==> src/rtl/cnn_pkg.sv <==
// cnn_pkg: shared sizing helpers and types for the CNN post-processing stages.
//   fmap_size()  - feature-map edge length produced by the convolution top
//   sat_max()    - largest positive value of a signed word
//   POOL_SIZE    - pooled map edge length at default sizing
//   acc_t        - signed double-width convolution result
//   pool_state_t - debug state of the pooling stage
package cnn_pkg;

  localparam int DOUBLE_WORD_LENGTH = 16;

  typedef logic signed [DOUBLE_WORD_LENGTH-1:0] acc_t;

  typedef enum logic {
    ST_IDLE,
    ST_ACTIVE
  } pool_state_t;

  // Even kernels trim kernel_size pixels, odd kernels trim kernel_size-1.
  function automatic int fmap_size(input int image_size, input int kernel_size);
    return image_size - (kernel_size - (kernel_size % 2));
  endfunction

  function automatic int sat_max(input int word_length);
    return (1 << (word_length - 1)) - 1;
  endfunction

  localparam int POOL_SIZE = fmap_size(36, 5) / 2;

endpackage

==> src/rtl/pool_row_buf.sv <==
// pool_row_buf: one row of horizontal maxima kept between the even and odd
// rows of a pooling band. Synchronous write, asynchronous read on the same
// index, so it maps onto LUTRAM.
//   clk   - rising-edge clock
//   we    - write enable
//   idx   - entry index (shared by read and write)
//   wdata - value written when we=1
//   rdata - current contents of entry idx
module pool_row_buf #(
  parameter int depth = 16,
  parameter int width = 16,
  parameter int idx_w = 4
) (
  input  logic             clk,
  input  logic             we,
  input  logic [idx_w-1:0] idx,
  input  logic [width-1:0] wdata,
  output logic [width-1:0] rdata
);

  logic [width-1:0] mem [depth];

  always_ff @(posedge clk) begin
    if (we) mem[idx] <= wdata;
  end

  assign rdata = mem[idx];

endmodule

==> src/rtl/relu_maxpool_2x2.sv <==
// relu_maxpool_2x2: ReLU, 2x2 stride-2 max-pool and shift/saturate requantize
// on the raster-order output stream of the convolution top.
//   clk       - rising-edge clock
//   rst       - synchronous active-high reset
//   in_valid  - data_in carries a convolution result this cycle
//   data_in   - signed double-width convolution result
//   data_out  - pooled, requantized value (MSB always 0), held between pulses
//   out_valid - one-cycle pulse per pooled pixel
//   done      - pulses with the out_valid of the last pooled pixel of a frame
//
// state  | meaning
// IDLE   | no sample of the current frame accepted yet
// ACTIVE | frame in progress (debug only, datapath ignores it)
module relu_maxpool_2x2
  import cnn_pkg::*;
#(
  parameter int word_length        = 8,
  parameter int double_word_length = 16,
  parameter int kernel_size        = 5,
  parameter int image_size         = 36,
  parameter int out_shift          = 4
) (
  input  logic                                 clk,
  input  logic                                 rst,
  input  logic                                 in_valid,
  input  logic signed [double_word_length-1:0] data_in,
  output logic        [word_length-1:0]        data_out,
  output logic                                 out_valid,
  output logic                                 done
);

  localparam int FMAP = fmap_size(image_size, kernel_size);
  localparam int POOL = FMAP / 2;
  localparam int CW   = (FMAP > 2) ? $clog2(FMAP) : 1;
  localparam int IW   = (POOL > 2) ? $clog2(POOL) : 1;
  localparam int DW   = double_word_length;

  localparam logic [CW-1:0] LAST_IDX = CW'(FMAP - 1);
  localparam logic [DW-1:0] SAT      = DW'(sat_max(word_length));

  if (FMAP % 2 != 0) begin : g_bad_cfg
    $error("relu_maxpool_2x2: feature-map size must be even");
  end

  pool_state_t   state;
  logic [CW-1:0] col_cnt;
  logic [CW-1:0] row_cnt;
  logic [DW-1:0] pair_reg;
  logic [DW-1:0] relu_val;
  logic [DW-1:0] hmax;
  logic [DW-1:0] buf_rdata;
  logic [DW-1:0] pmax;
  logic [DW-1:0] shifted;
  logic [IW-1:0] row_idx;
  logic          row_we;
  logic          col_last;
  logic          row_last;

  // After ReLU every value is non-negative, so unsigned compares are exact.
  assign relu_val = data_in[DW-1] ? '0 : data_in;
  assign hmax     = (relu_val > pair_reg) ? relu_val : pair_reg;
  assign pmax     = (buf_rdata > hmax) ? buf_rdata : hmax;
  assign shifted  = pmax >> out_shift;

  assign col_last = (col_cnt == LAST_IDX);
  assign row_last = (row_cnt == LAST_IDX);
  assign row_idx  = IW'(col_cnt >> 1);
  assign row_we   = !rst && in_valid && col_cnt[0] && !row_cnt[0];

  pool_row_buf #(
    .depth (POOL),
    .width (DW),
    .idx_w (IW)
  ) u_row_buf (
    .clk   (clk),
    .we    (row_we),
    .idx   (row_idx),
    .wdata (hmax),
    .rdata (buf_rdata)
  );

  always_ff @(posedge clk) begin
    if (rst) begin
      state     <= ST_IDLE;
      col_cnt   <= '0;
      row_cnt   <= '0;
      pair_reg  <= '0;
      data_out  <= '0;
      out_valid <= 1'b0;
      done      <= 1'b0;
    end else begin
      out_valid <= 1'b0;
      done      <= 1'b0;
      if (in_valid) begin
        state <= (col_last && row_last) ? ST_IDLE : ST_ACTIVE;

        if (col_last) begin
          col_cnt <= '0;
          row_cnt <= row_last ? '0 : row_cnt + 1'b1;
        end else begin
          col_cnt <= col_cnt + 1'b1;
        end

        if (!col_cnt[0]) begin
          pair_reg <= relu_val;
        end else if (row_cnt[0]) begin
          out_valid <= 1'b1;
          done      <= col_last && row_last;
          data_out  <= (shifted > SAT) ? word_length'(SAT) : shifted[word_length-1:0];
        end
      end
    end
  end

  // A frame always starts from the origin.
  a_idle_at_origin: assert property (@(posedge clk) disable iff (rst)
    (in_valid && state == ST_IDLE) |-> (col_cnt == '0 && row_cnt == '0));

endmodule

==> config.mk <==
export PLATFORM = sky130hd
export DESIGN_NAME = relu_maxpool_2x2
export DESIGN_NICKNAME = d
export VERILOG_FILES = /design/src/rtl/cnn_pkg.sv /design/src/rtl/pool_row_buf.sv /design/src/rtl/relu_maxpool_2x2.sv
export SDC_FILE = /design/constraint.sdc
export NUM_CORES = 1
export LEC_CHECK = 0
export ABC_AREA = 1
export CAP_MARGIN = 20
export CORE_ASPECT_RATIO = 1.5
export CORE_UTILIZATION = 60
export DETAILED_ROUTE_END_ITERATION = 16
export HOLD_SLACK_MARGIN = 0.06
export PLACE_DENSITY = 0.82
export SYNTH_ARGS = -nofsm -noshare
export SYNTH_HDL_FRONTEND = slang
export SYNTH_SLANG_ARGS = --single-unit
==> constraint.sdc <==
create_clock -name clk -period 6.5 [get_ports clk]
set_clock_uncertainty 0.05 [all_clocks]
set_input_delay 1.625 -clock clk [delete_from_list [all_inputs] [get_ports clk]]
set_output_delay 1.625 -clock clk [all_outputs]
set_load 0.01 [all_outputs]
==> flow_metrics.env, run 1 <==
export IMPL_synth_area_per_cell_um2=10.8
export IMPL_gr_total_overflow=0
export IMPL_netlist_area_mm2=0.0125
export IMPL_rsz0062_at_grt="false"
export IMPL_drc=0
export IMPL_grt_pass1_wl_um=42500
export IMPL_wl_per_cell_um=18.9
export IMPL_relSlewSlack_pct=36.4
export IMPL_power_frac_clock_pct=37.1
export IMPL_syn_num_nets=1209
export IMPL_p_sw_mw=0.906
export IMPL_p_sw_share_pct=23.5
export IMPL_fin_crit_sh_pct=90.1
export IMPL_yosys_warnings=0
export IMPL_antenna_found_initial=0
export IMPL_synth_distinct_cells=34
export IMPL_finalSetupViolations=0
export IMPL_ios=29
export IMPL_port_buffers=28
export IMPL_post_cts_buffers=0
export IMPL_cts_clk_slew_worst_paths_ps=70
export IMPL_initial_utilization_pct=61.2
export IMPL_largest_reg_flops=240
export IMPL_clk_latency_ps=520
export IMPL_die_area_mm2=0.0214
export IMPL_ys_seq_area_share_pct=63.9
export IMPL_power_internal_mw=2.95
export IMPL_cp_required_ps=6900
export IMPL_seqPwrFrac_pct=52.6
export IMPL_worstMarginPinSlew_ps=951
export IMPL_dp_hpwl_um=16200
export IMPL_die_w_um=120
export IMPL_ys_flop_type="edfxtp_1"
export IMPL_finalMaxSlewViolations=0
export IMPL_numCtsBuffers=24
export IMPL_hp_class="register to register"
export IMPL_worst_hold_slack_ps=426
export IMPL_grt_pass1_vias=8114
export IMPL_drive_gt1_share_pct=8.19
export IMPL_clock_sinks=279
export IMPL_post_cts_resized=0
export IMPL_via_count=8549
export IMPL_synthToLayoutAreaGrowth_pct=10.7
export IMPL_vias_per_cell=5.85
export IMPL_ys_async_sr_fraction_pct=0
export IMPL_cellLeakagePower_nw=5.33
export IMPL_final_antenna_net_count=0
export IMPL_period_needed_ps=5860
export IMPL_cts_tree="done"
export IMPL_critPathMaxFanout=26
export IMPL_setup_worst_path_end_class="register"
export IMPL_status="finished, final reports clean"
export IMPL_ys_ff_latch=279
export IMPL_synth_enable_flop_cells=240
export IMPL_finalHoldViolCount=0
export IMPL_tns_ps=0
export IMPL_firstDrtPassIters=5
export IMPL_p_comb_share_pct=10.3
export IMPL_drt_iter0_markers=804
export IMPL_cap_viol_max_count=0
export IMPL_grt_max_degree=93
export IMPL_startpoint_type="input pin"
export IMPL_ir_worst_vdd_v=0.000289
export IMPL_clockBufferDepth=3
export IMPL_nNetsFinal=1233
export IMPL_path_class="input pin to register"
export IMPL_place_gp_congestion=0.905
export IMPL_routed_wl_um=27600
export IMPL_critPathArrivalTime_ps=6260
export IMPL_clock_root_buffer="clkbuf_16"
export IMPL_max_freq_mhz=171
export IMPL_htreeDepth=1
export IMPL_final_common_cell="edfxtp_1"
export IMPL_syn_instance_count=1157
export IMPL_die_y_um=179
export IMPL_grtUsageTotal_pct=26.3
export IMPL_placementRows=64
export IMPL_postCtsHoldBufs=0
export IMPL_diodes=0
export IMPL_core_area_mm2=0.0204
export IMPL_layout_common_cells="240 x edfxtp_1, 191 x inv_1, 151 x nand2_1"
export IMPL_power_density_mw_per_mm2=279
==> stage by stage <==
step                      cells  area [µm²]  setup WS [ps]  util [%]  total power [mW]
after global placement     1418       13000            384      63.7              2.44
after floorplan            1157       12500           1100         -              2.35
after CTS                  1461       13800            678      67.8              3.86
after global routing       1461       13800            234      67.8              3.99
after detailed placement   1419       13000            246      63.9              2.46
final                      1461       13800            642      67.8              3.86
==> Yosys cell counts (7+ instances only) <==
cell | number | area share (%)
a21oi_1 | 89 | 3.6
a21oi_2 | 7 | 0.49
buf_2 | 20 | 0.80
clkbuf_1 | 25 | 0.75
dfxtp_1 | 39 | 6.2
edfxtp_1 | 240 | 58
ha_1 | 33 | 3.3
inv_1 | 191 | 5.7
mux2i_1 | 13 | 1.0
nand2_1 | 151 | 4.5
nand2_2 | 11 | 0.55
nand3_1 | 98 | 3.9
nor2_1 | 42 | 1.3
nor3_1 | 10 | 0.40
o211ai_1 | 55 | 3.3
o21ai_0 | 98 | 3.9
o21ai_2 | 7 | 0.49
==> power groups by stage <==
stage / combinational (mW) / clock (mW) / sequential, mW
final: 0.396 / 1.43 / 2.03
after detailed placement: 0.385 / 0 / 2.07
after global routing: 0.445 / 1.51 / 2.03
after floorplan: 0.298 / 0 / 2.06
after CTS: 0.392 / 1.44 / 2.03
after global placement: 0.371 / 0 / 2.07
==> logic make-up (layout without fill, tap and decap cells) <==
family          count (synthesis)  in the layout  share of synthesized area [%]
compound gates                260            260                           12.0
xor+xnor                        1              1                         0.0701
fa+ha+maj                      33             33                           3.30
buf+inv                       249            289                           8.14
flops                         279            279                           63.9
mux                            16             16                           1.31
simple gates                  319            319                           11.2
==> layout make-up <==
type	count	area [µm²]
Inverter	192	721
Clock inverter	13	153
Sequential cell	279	8000
Multi-Input combinational cell	629	3500
Tap cell	264	330
Clock buffer	29	641
Timing Repair Buffer	55	503
Fill cell	1390	6580
==> routing by layer <==
metal	track usage, %	part of all wire (%)	vias up
met4	14.2	5.4	0
met1	30.4	36	4031
met3	3.85	7.4	100
li1	-	-	4032
met2	47.1	51	386
met5	0	0	-
==> critical path: stages <==
cell	delay [ps]
clkdlybuf4s50_1	470
inv_2	130
nand2_1	120
inv_1	70
ha_1	290
nand2_1	70
nor3_1	340
nand2_1	120
nand2_2	140
nand2_4	220
o21ai_2	630
inv_1	110
ha_1	350
nand2_1	90
nor2_1	190
nand2_1	90
nand2_1	70
nand2_1	50
nand2_1	240
nand2_1	250
nand3_1	140
nor2_1	50
nand2_1	80
nand2_2	160
a21oi_2	160
==> worst paths after layout <==
path | cells after the start | start | to | slack, ps
worst min-delay path | 2 | data_out[7] | data_out[7] | 430
worst min register to register | 2 | data_out[7] | data_out[7] | 430
worst max register to register | 22 | pair_reg[11] | data_out[2] | 2130
worst max-delay path | 25 | data_in[15] | data_out[2] | 640
Note: power is estimated with default switching activity, not from simulation.
==> inputs of run 2 (changes only) <==
--- a/config.mk
+++ b/config.mk
@@ -10,7 +10,6 @@
 export CORE_ASPECT_RATIO = 1.5
 export CORE_UTILIZATION = 60
 export DETAILED_ROUTE_END_ITERATION = 16
-export HOLD_SLACK_MARGIN = 0.06
 export PLACE_DENSITY = 0.82
 export SYNTH_ARGS = -nofsm -noshare
 export SYNTH_HDL_FRONTEND = slang
==> results of run 2 <==
No change in the layout: final DEF, timing and power equal those of run 1.
==> inputs of run 3 (changes only) <==
--- a/config.mk
+++ b/config.mk
@@ -8,7 +8,9 @@
 export ABC_AREA = 1
 export CAP_MARGIN = 20
 export CORE_ASPECT_RATIO = 1.5
+export CORE_MARGIN = 4
 export CORE_UTILIZATION = 60
+export CTS_CLUSTER_SIZE = 28
 export DETAILED_ROUTE_END_ITERATION = 16
 export PLACE_DENSITY = 0.82
 export SYNTH_ARGS = -nofsm -noshare
==> run 3 against run 2 <==
Register-to-register slack lost 20 ps; wire length shrank 0.46%; hold slack gained 8.4 ps; flip-flop and latch count is the same; final area shrank 0.61%; setup slack lost 13 ps; die area grew 8.5%; largest power group unchanged.
==> flow_metrics.env, run 3 (same netlist as run 1, synthesis figures left out) <==
export IMPL_status="finished, final reports clean"
export IMPL_wl_per_cell_um=18.8
export IMPL_placementRows=64
export IMPL_preCtsSetupSlack_ps=254
export IMPL_diodes=0
export IMPL_max_freq_mhz=170
export IMPL_setup_ws_ps=629
export IMPL_nNetsFinal=1232
export IMPL_cp_startpoint="data_in[15]"
export IMPL_worstSetupEndpoint="data_out[5]"
export IMPL_place_gp_congestion=0.897
export IMPL_r2r_end="data_out[5]"
export IMPL_r2r_start="pair_reg[11]"
export IMPL_core_area_mm2=0.0204
export IMPL_antenna_found_initial=0
export IMPL_placedCellCount=1418
export IMPL_cts_tree="done"
export IMPL_tns_ps=0
export IMPL_clock_sinks=279
export IMPL_ios=29
export IMPL_port_buffers=28
export IMPL_hp_class="register to register"
export IMPL_drt_iter0_markers=785
export IMPL_worst_hold_slack_ps=434
export IMPL_cellLeakagePower_nw=5.29
export IMPL_worstMarginPinSlew_ps=1020
export IMPL_clock_root_buffer="clkbuf_16"
export IMPL_finalSetupViolations=0
export IMPL_final_common_cell="edfxtp_1"
export IMPL_critPathArrivalTime_ps=6220
export IMPL_numCtsBuffers=24
export IMPL_fin_crit_sh_pct=90.3
export IMPL_largest_reg_flops=240
export IMPL_cts_clk_slew_worst_paths_ps=70
export IMPL_grt_pass1_wl_um=42500
export IMPL_htreeDepth=1
export IMPL_drive_gt1_share_pct=8.03
export IMPL_postCtsHoldBufs=0
export IMPL_layout_common_cells="240 x edfxtp_1, 191 x inv_1, 151 x nand2_1"
export IMPL_critPathMaxFanout=26
export IMPL_rrSetupSlack_ps=2110
export IMPL_placed_cell_area_mm2=0.0130
export IMPL_path_class="input pin to register"
export IMPL_post_cts_resized=0
export IMPL_gr_total_overflow=0
export IMPL_finalInstanceArea_mm2=0.0138
export IMPL_clockBufferDepth=3
export IMPL_r2r_cells=22
export IMPL_die_y_um=185
export IMPL_die_w_um=126
export IMPL_dp_hpwl_um=16700
export IMPL_routed_wl_um=27500
export IMPL_clk_latency_ps=510
export IMPL_rsz0062_at_grt="false"
export IMPL_period_needed_ps=5870
export IMPL_grt_pass1_vias=8296
export IMPL_grtUsageTotal_pct=23.4
export IMPL_relSlewSlack_pct=32.2
export IMPL_fillCellCount=1439
export IMPL_die_area_mm2=0.0232
export IMPL_cap_viol_max_count=0
export IMPL_layout_cells_non_filler=1460
export IMPL_vias_per_cell=5.80
export IMPL_setup_worst_path_end_class="register"
export IMPL_final_antenna_net_count=0
export IMPL_finalMaxSlewViolations=0
export IMPL_via_count=8470
export IMPL_hold_depth=2
export IMPL_ir_worst_vdd_v=0.000250
export IMPL_cp_required_ps=6850
export IMPL_synthToLayoutAreaGrowth_pct=10.1
export IMPL_grt_max_degree=129
export IMPL_post_cts_buffers=0
export IMPL_drc=0
export IMPL_startpoint_type="input pin"
export IMPL_finalHoldViolCount=0
export IMPL_initial_utilization_pct=61.2
export IMPL_power_density_mw_per_mm2=273
export IMPL_firstDrtPassIters=6
## run 3: changes by cell type in the layout (fill, tap and decap cells not counted), sizes merged
cell	before	now
clkinv	9	8
clkbuf	29	32
bufinv	3	1
buf	27	26
## run 3: routing by layer
metal	vias up	GRT usage, %	part of all wire [%]
met1	4036	25.7	35
met2	313	45.1	54
met4	0	11.0	4.7
li1	4025	-	-
met5	-	0	0
met3	96	2.55	6.1
## run 3: worst max-delay path, stage by stage
cell and delay [ps]:
clkdlybuf4s50_1 470, inv_2 120, nand2_1 150, inv_1 60, ha_1 290, nand2_1 60, nor3_1 310, nand2_1 130
nand2_2 130, nand2_4 220, o21ai_2 630, inv_1 150, ha_1 370, nand2_1 80, inv_1 40, o21bai_1 150
a21oi_1 90, nor2_1 120, nand2_1 200, nand2_1 270, nand3_1 110, nor2_1 90, nand2_1 60, nand2_2 190
a21oi_2 90
## run 3: metrics by stage
stage | total power, mW | utilization [%]
after global routing | 3.88 | 67.4
after floorplan | 2.35 | -
final | 3.75 | 67.4
after CTS | 3.76 | 67.4
after global placement | 2.44 | 63.8
after detailed placement | 2.46 | 63.8
## run 3: worst min path at each step
stage | to | slack (ps) | from
2_1_floorplan | row_cnt[4] | 410 | row_cnt[4]
3_3_place_gp | data_out[7] | 400 | data_out[7]
3_5_place_dp | data_out[7] | 400 | data_out[7]
4_1_cts | data_out[7] | 430 | data_out[7]
5_1_grt | data_out[7] | 450 | data_out[7]
6_report | data_out[7] | 430 | data_out[7]
## run 3: layout make-up
cell class | instances | area, µm² | area share (%)
Inverter | 192 | 721 | 5.24
Tap cell | 264 | 330 | 2.40
Clock buffer | 32 | 652 | 4.74
Multi-Input combinational cell | 629 | 3500 | 25.4
Clock inverter | 10 | 72.6 | 0.528
Timing Repair Buffer | 54 | 488 | 3.55
Sequential cell | 279 | 8000 | 58.1
## run 3: power by group
part           switching [mW]  internal (mW)  total [mW]
clock                   0.585          0.742        1.33
combinational           0.273          0.119       0.392
sequential             0.0255           2.01        2.04
total                   0.883           2.87        3.75
